**config.mk**
```make
export PLATFORM = sky130hd
export DESIGN_NAME = debounce_edge
export DESIGN_NICKNAME = d
export VERILOG_FILES = /design/src/rtl/debounce_edge_pkg.sv /design/src/rtl/debounce_edge_sync2.sv /design/src/rtl/debounce_edge.sv
export SDC_FILE = /design/constraint.sdc
export NUM_CORES = 1
export LEC_CHECK = 0
export ABC_AREA = 1
export BUFFER_PORTS_ARGS = -buffer_cell sky130_fd_sc_hd__buf_2
export CELL_PAD_IN_SITES_DETAIL_PLACEMENT = 0
export CELL_PAD_IN_SITES_GLOBAL_PLACEMENT = 2
export CORE_ASPECT_RATIO = 0.5
export CORE_MARGIN = 2
export CORE_UTILIZATION = 35
export DETAILED_ROUTE_END_ITERATION = 8
export GPL_ROUTABILITY_DRIVEN = 1
export PLACE_DENSITY = 0.75
export SYNTH_ARGS = -nofsm -noshare
export SYNTH_HDL_FRONTEND = slang
export SYNTH_SLANG_ARGS = --single-unit
export TNS_END_PERCENT = 20
```
**constraint.sdc**
```tcl
create_clock -name clk -period 2.7 [get_ports clk]
set_input_delay 0.27 -clock clk [delete_from_list [all_inputs] [get_ports clk]]
set_output_delay 0.27 -clock clk [all_outputs]
set_load 0.02 [all_outputs]
```
**src/rtl/debounce_edge_pkg.sv**
```systemverilog
// rtl/debounce_edge_pkg.sv - shared defaults for the debouncer
package debounce_edge_pkg;

    localparam int STABLE_CYCLES_DEF = 4;
    localparam int CNT_W_DEF         = 16;

endpackage

```
**src/rtl/debounce_edge_sync2.sv**
```systemverilog
// rtl/debounce_edge_sync2.sv - two-flop synchronizer for the raw debounce input
module sync2 (
    input  logic clk,
    input  logic rst,
    input  logic d,
    output logic q
);

    logic s1;

    always_ff @(posedge clk) begin
        if (rst) begin
            s1 <= 1'b0;
            q  <= 1'b0;
        end else begin
            s1 <= d;
            q  <= s1;
        end
    end

endmodule

```
**src/rtl/debounce_edge.sv**
```systemverilog
// rtl/debounce_edge.sv - debounced level with one-cycle rise/fall pulses
module debounce_edge
    import debounce_edge_pkg::*;
#(
    parameter int STABLE_CYCLES = STABLE_CYCLES_DEF,
    parameter int CNT_W         = CNT_W_DEF
) (
    input  logic clk,
    input  logic rst,
    input  logic d,
    output logic q,
    output logic rise,
    output logic fall,
    output logic busy
);

    localparam logic [CNT_W-1:0] LAST = CNT_W'(STABLE_CYCLES - 1);

    logic             d_s;
    logic [CNT_W-1:0] cnt;

    sync2 u_sync (
        .clk (clk),
        .rst (rst),
        .d   (d),
        .q   (d_s)
    );

    // Count only while the synchronized input disagrees with q; the final
    // count commits the change, so cnt never exceeds LAST.
    always_ff @(posedge clk) begin
        if (rst) begin
            q    <= 1'b0;
            rise <= 1'b0;
            fall <= 1'b0;
            cnt  <= '0;
        end else begin
            rise <= 1'b0;
            fall <= 1'b0;
            if (d_s == q) begin
                cnt <= '0;
            end else if (cnt == LAST) begin
                q    <= d_s;
                cnt  <= '0;
                rise <= d_s;
                fall <= ~d_s;
            end else begin
                cnt <= cnt + 1'b1;
            end
        end
    end

    assign busy = d_s ^ q;

endmodule
```
* Word level (Yosys, flattened, before mapping)
Cells that the tools add are included.
** Cells by class
- Add/sub/neg operators :: 1
- Eq/ne operators :: 2
- Bitwise operators :: 4
- Reductions and logical operators :: 3
** Operators with widths (count)
- 16-bit by 1-bit adder with 16-bit output (second input constant) :: 1
- 16-bit by 2-bit == test with 1-bit output (second input constant) :: 1
- 3-bit OR reduction :: 2
- 1-bit NOT :: 3
- 2-bit AND reduction :: 1
- 1-bit == test :: 1
- 1-bit XOR :: 1
** Word-level totals
- Flip-flop bits (word level) :: 21
- Bits of input ports :: 3
- Output and inout bits :: 4

* Depth between registers and ports, before layout
- Depth in word-level cells :: 3
- Gate-level depth with buffers :: 7
- Gate-level depth less buffers :: 7

* Cells and area by module
A second synthesis with hierarchy kept.
** Unflattened totals
- Cell total of the unflattened synthesis :: 151
- Area total of the unflattened synthesis :: 1103.6 µm²
** By module, submodules not included
- debounce_edge :: times used 1, cells each 145, area each 1048.5 µm², seq. area each 380.4 µm²
- sync2 :: times used 1, cells each 6, area each 55.1 µm², seq. area each 40.0 µm²

* Least setup slack after synthesis
Ideal clock, no wire load.
- Kind :: reg-to-reg
- Start point :: register q
- End point :: register cnt[7]
- Setup time :: 62 ps
- Arrival :: 1431 ps
- Data required time :: 2638 ps
- Setup slack :: 1207 ps
- Stages on the path, launching flop included :: 7
- Cell sequence :: dfxtp_1 > xor2_1 > nand2_2 > clkinv_2 > nand2_4 > buf_12 > nor2_4
** Between the ends
- Cells in the longest elaborated chain, start to end :: 2
** RTL lines
- start: declaration :: line debounce_edge.sv:11 : output logic q,
- start signal: assignment :: line debounce_edge.sv:43 : q <= d_s;
- 1-bit == test :: line debounce_edge.sv:40 : if (d_s == q) begin
- 3-bit OR reduction (no line)
- end signal: assignment :: line debounce_edge.sv:48 : cnt <= cnt + 1'b1;
- end: declaration :: line debounce_edge.sv:20 : logic [CNT_W-1:0] cnt;
Every way passes these cells.
A chain may end at the register's enable or synchronous reset.

* Worst setup path in the final report
- Start point :: register cnt[0]
- End point :: register cnt[2]
** Between the ends
- Cells in the longest elaborated chain, start to end :: 2
** RTL lines
- parallel branches: the longest is 2 deep, another holds 16-bit by 1-bit adder with 16-bit output
Parallel ways; which one is timed is not known.

==> run metrics <==
hold path start=rst; Pins Over Slew Limit=0; max incr delay on CP=0.43 ns; fmax=669 MHz; Hold Crit Depth=2; Buf+Inv Stages, Crit Path=0; Clock Tree Root=clkbuf_8; Synth async-reset ratio=0%; Post-synth EDFFs=0; CP Capture Type=register; port buffer count=6; Post-synth top flop=dfxtp_1; via count=849; CTS Buffer Depth=2; Core ar.=2960 um^2; CTS Buf Count=3; clock-pin slew on the worst setup and hold paths=0.07 ns; Yosys top cell area share=39.4%; worst slew pin tran=0.387 ns; run status=complete, no violations; DRC=0; vias per cell=4.49; Min-Delay Endpoint=u_sync.s1; Critical Path, Cell by Cell=ha_1 -> nand3_1 -> nor2_2 -> nand2_2 -> nand2_4 -> a21oi_1; area leader, netlist=dfxtp_1; CTS resizes=0; Fin. Hold Viols=0; Arrival @ worst endpoint=1.63 ns; Worst Hold Class=input pin to register; Tcrit/Tclk final=55.3%; ANT cells=0; CP delay by family, top=simple AND/OR/NAND/NOR gates; # H-tree levels=1; clock period minus worst slack=1.49 ns; CTS tree=built; initial drt markers=42; num ports=7; die footprint=3530 um^2; flop2flop setup slack=1.21 ns; critical path launch point type=register; Mapped Cells=140; Synth warnings=0; initial core utilization=36.0%; Die Width=82.1 um; GRT Residual Overflow=0; share of layout cells above drive strength 1=19.5%; reg2reg end=cnt[2]; drt pass-1 iters=4; Final Skew=0.00395 ns; first-pass GRT wire length=3580 um; R2R cell count=6; initial antenna violation count=0; routed len/inst=10.5 um; crit path max-delay cell type=dfxtp_1; Syn Nets=144; Yosys reg bits=21; Tot Pwr=532 uW; WS Path Type=register to register; syn_area_per_cell=7.61 um^2; Antenna Nets Post-Route=0; post-synth cell types=20; sequential area share after synthesis=39.4%; Slew HR=74.1%; max-cap viol count=0; worst-path fanout max=15; Post-CTS Setup Bufs=0; largest net degree at the start of global routing=16; fin nets=154; Power Density=454 nW/um^2; # setup viols final=0; hold_buf cts=0; Routability Congestion=0.712; Worst-Skew Late Latency=0.26 ns; TNS Setup=0 ns; data required time of the worst path=2.84 ns; Sink Count=21; top cells by area, synth=dfxtp_1, nand2_1, nor2_4; Area growth, synth to finish=9.86%; Reg2Reg Launch Point=cnt[0]; final WL=1990 um; RSZ-0062 raised after global routing=false; Die Ht=43.0 um; Peak supply drop=0.296 mV; GRT Total Usage=13.8%; static leakage=0.431 nW; HPWL Detailed=1550 um; vias in the first global route=782; Mapped Area=1070 um^2; row count=14
-- placed cells by master, fill, tap and decap left out --
cell / count
o21bai_1: 1
clkinv_2: 1
nand2_1: 27
xor2_1: 7
nor2_1: 19
buf_2: 6
dfxtp_1: 21
nand2_2: 2
nand2_4: 1
or2_0: 1
clkbuf_1: 1
a21oi_1: 6
nor2_2: 6
nor3_1: 2
inv_1: 18
nor2_4: 8
clkbuf_8: 3
nand3_1: 12
nand3_2: 1
nand4_1: 4
ha_1: 1
or2_2: 1
-- how the worst max path moves through the flow --
stage | to | startpoint | slack [ns] | depth (start not counted)
global placement | cnt[2] | cnt[0] | 1.22 | 6
detailed placement | cnt[15] | cnt[0] | 1.19 | 6
floorplan | cnt[7] | q | 1.21 | 6
global route | cnt[15] | cnt[0] | 1.04 | 6
finish | cnt[2] | cnt[0] | 1.21 | 6
CTS | cnt[2] | cnt[0] | 1.19 | 6
-- layer usage --
layer	part of all wire, %	track usage [%]
met1	54	19.8
met2	42	19.8
met3	4.0	5.11
met4	0.50	2.00
met5	0	0
-- worst reg2reg max path: cells and delay by family, from the launching register on --
kind,cells,cell delay [ns]
AO/OA/AOI/OAI,1,0.08
flip-flops,1,0.43
AND/OR/NAND/NOR,4,0.63
adder cells (fa/ha/maj),1,0.24
-- metrics by stage --
| stage | instances | util [%] | instance area [um^2] | worst slack (ns) | hold slack [ns] |
|---|---|---|---|---|---|
| after floorplan | 140 | - | 1070 | 1.21 | 0.341 |
| final | 189 | 39.6 | 1170 | 1.21 | 0.191 |
| after detailed placement | 185 | 38.0 | 1130 | 1.19 | 0.403 |
| after global placement | 185 | 38.0 | 1130 | 1.22 | 0.410 |
| after global routing | 189 | 39.6 | 1170 | 1.04 | 0.205 |
| after CTS | 189 | 39.6 | 1170 | 1.19 | 0.190 |
-- Yosys cell counts (2+ instances only) --
cell and n:
nor2_2 6, nand4_1 4, nor3_1 2, nand2_2 2, nand3_1 12, dfxtp_1 21
nor2_4 8, nand2_1 27, xor2_1 7, nor2_1 19, inv_1 18, a21oi_1 6
-- where the power goes --
part / leakage, nW / internal, mW / total [mW] / switching (mW)
combinational: 0.239 / 0.00380 / 0.0123 / 0.00847
clock: 0.0228 / 0.105 / 0.207 / 0.102
sequential: 0.170 / 0.311 / 0.313 / 0.00130
total: 0.431 / 0.420 / 0.532 / 0.112
-- cells by family after synthesis --
logic type | Yosys count | synth area share [%]
flops | 21 | 39.4
fa+ha+maj | 1 | 1.17
xor+xnor | 7 | 5.75
simple gates | 84 | 41.4
buf+inv | 20 | 8.68
compound gates | 7 | 3.52
-- registers in the layout, summed over array words and instances (netlist names) --
| signal | cells |
|---|---|
| cnt | 16 |
| fall | 1 |
| q | 1 |
| rise | 1 |
| u_sync.q | 1 |
| u_sync.s1 | 1 |
-- final cells by class --
type | count | area [um^2]
clock buffer | 4 | 45.0
inverter | 19 | 72.6
timing repair buffer | 6 | 30.0
sequential | 21 | 420
fill | 318 | 1790
tap | 40 | 50.0
multi-input combinational | 99 | 553
Note: power is estimated with default switching activity, not from simulation.
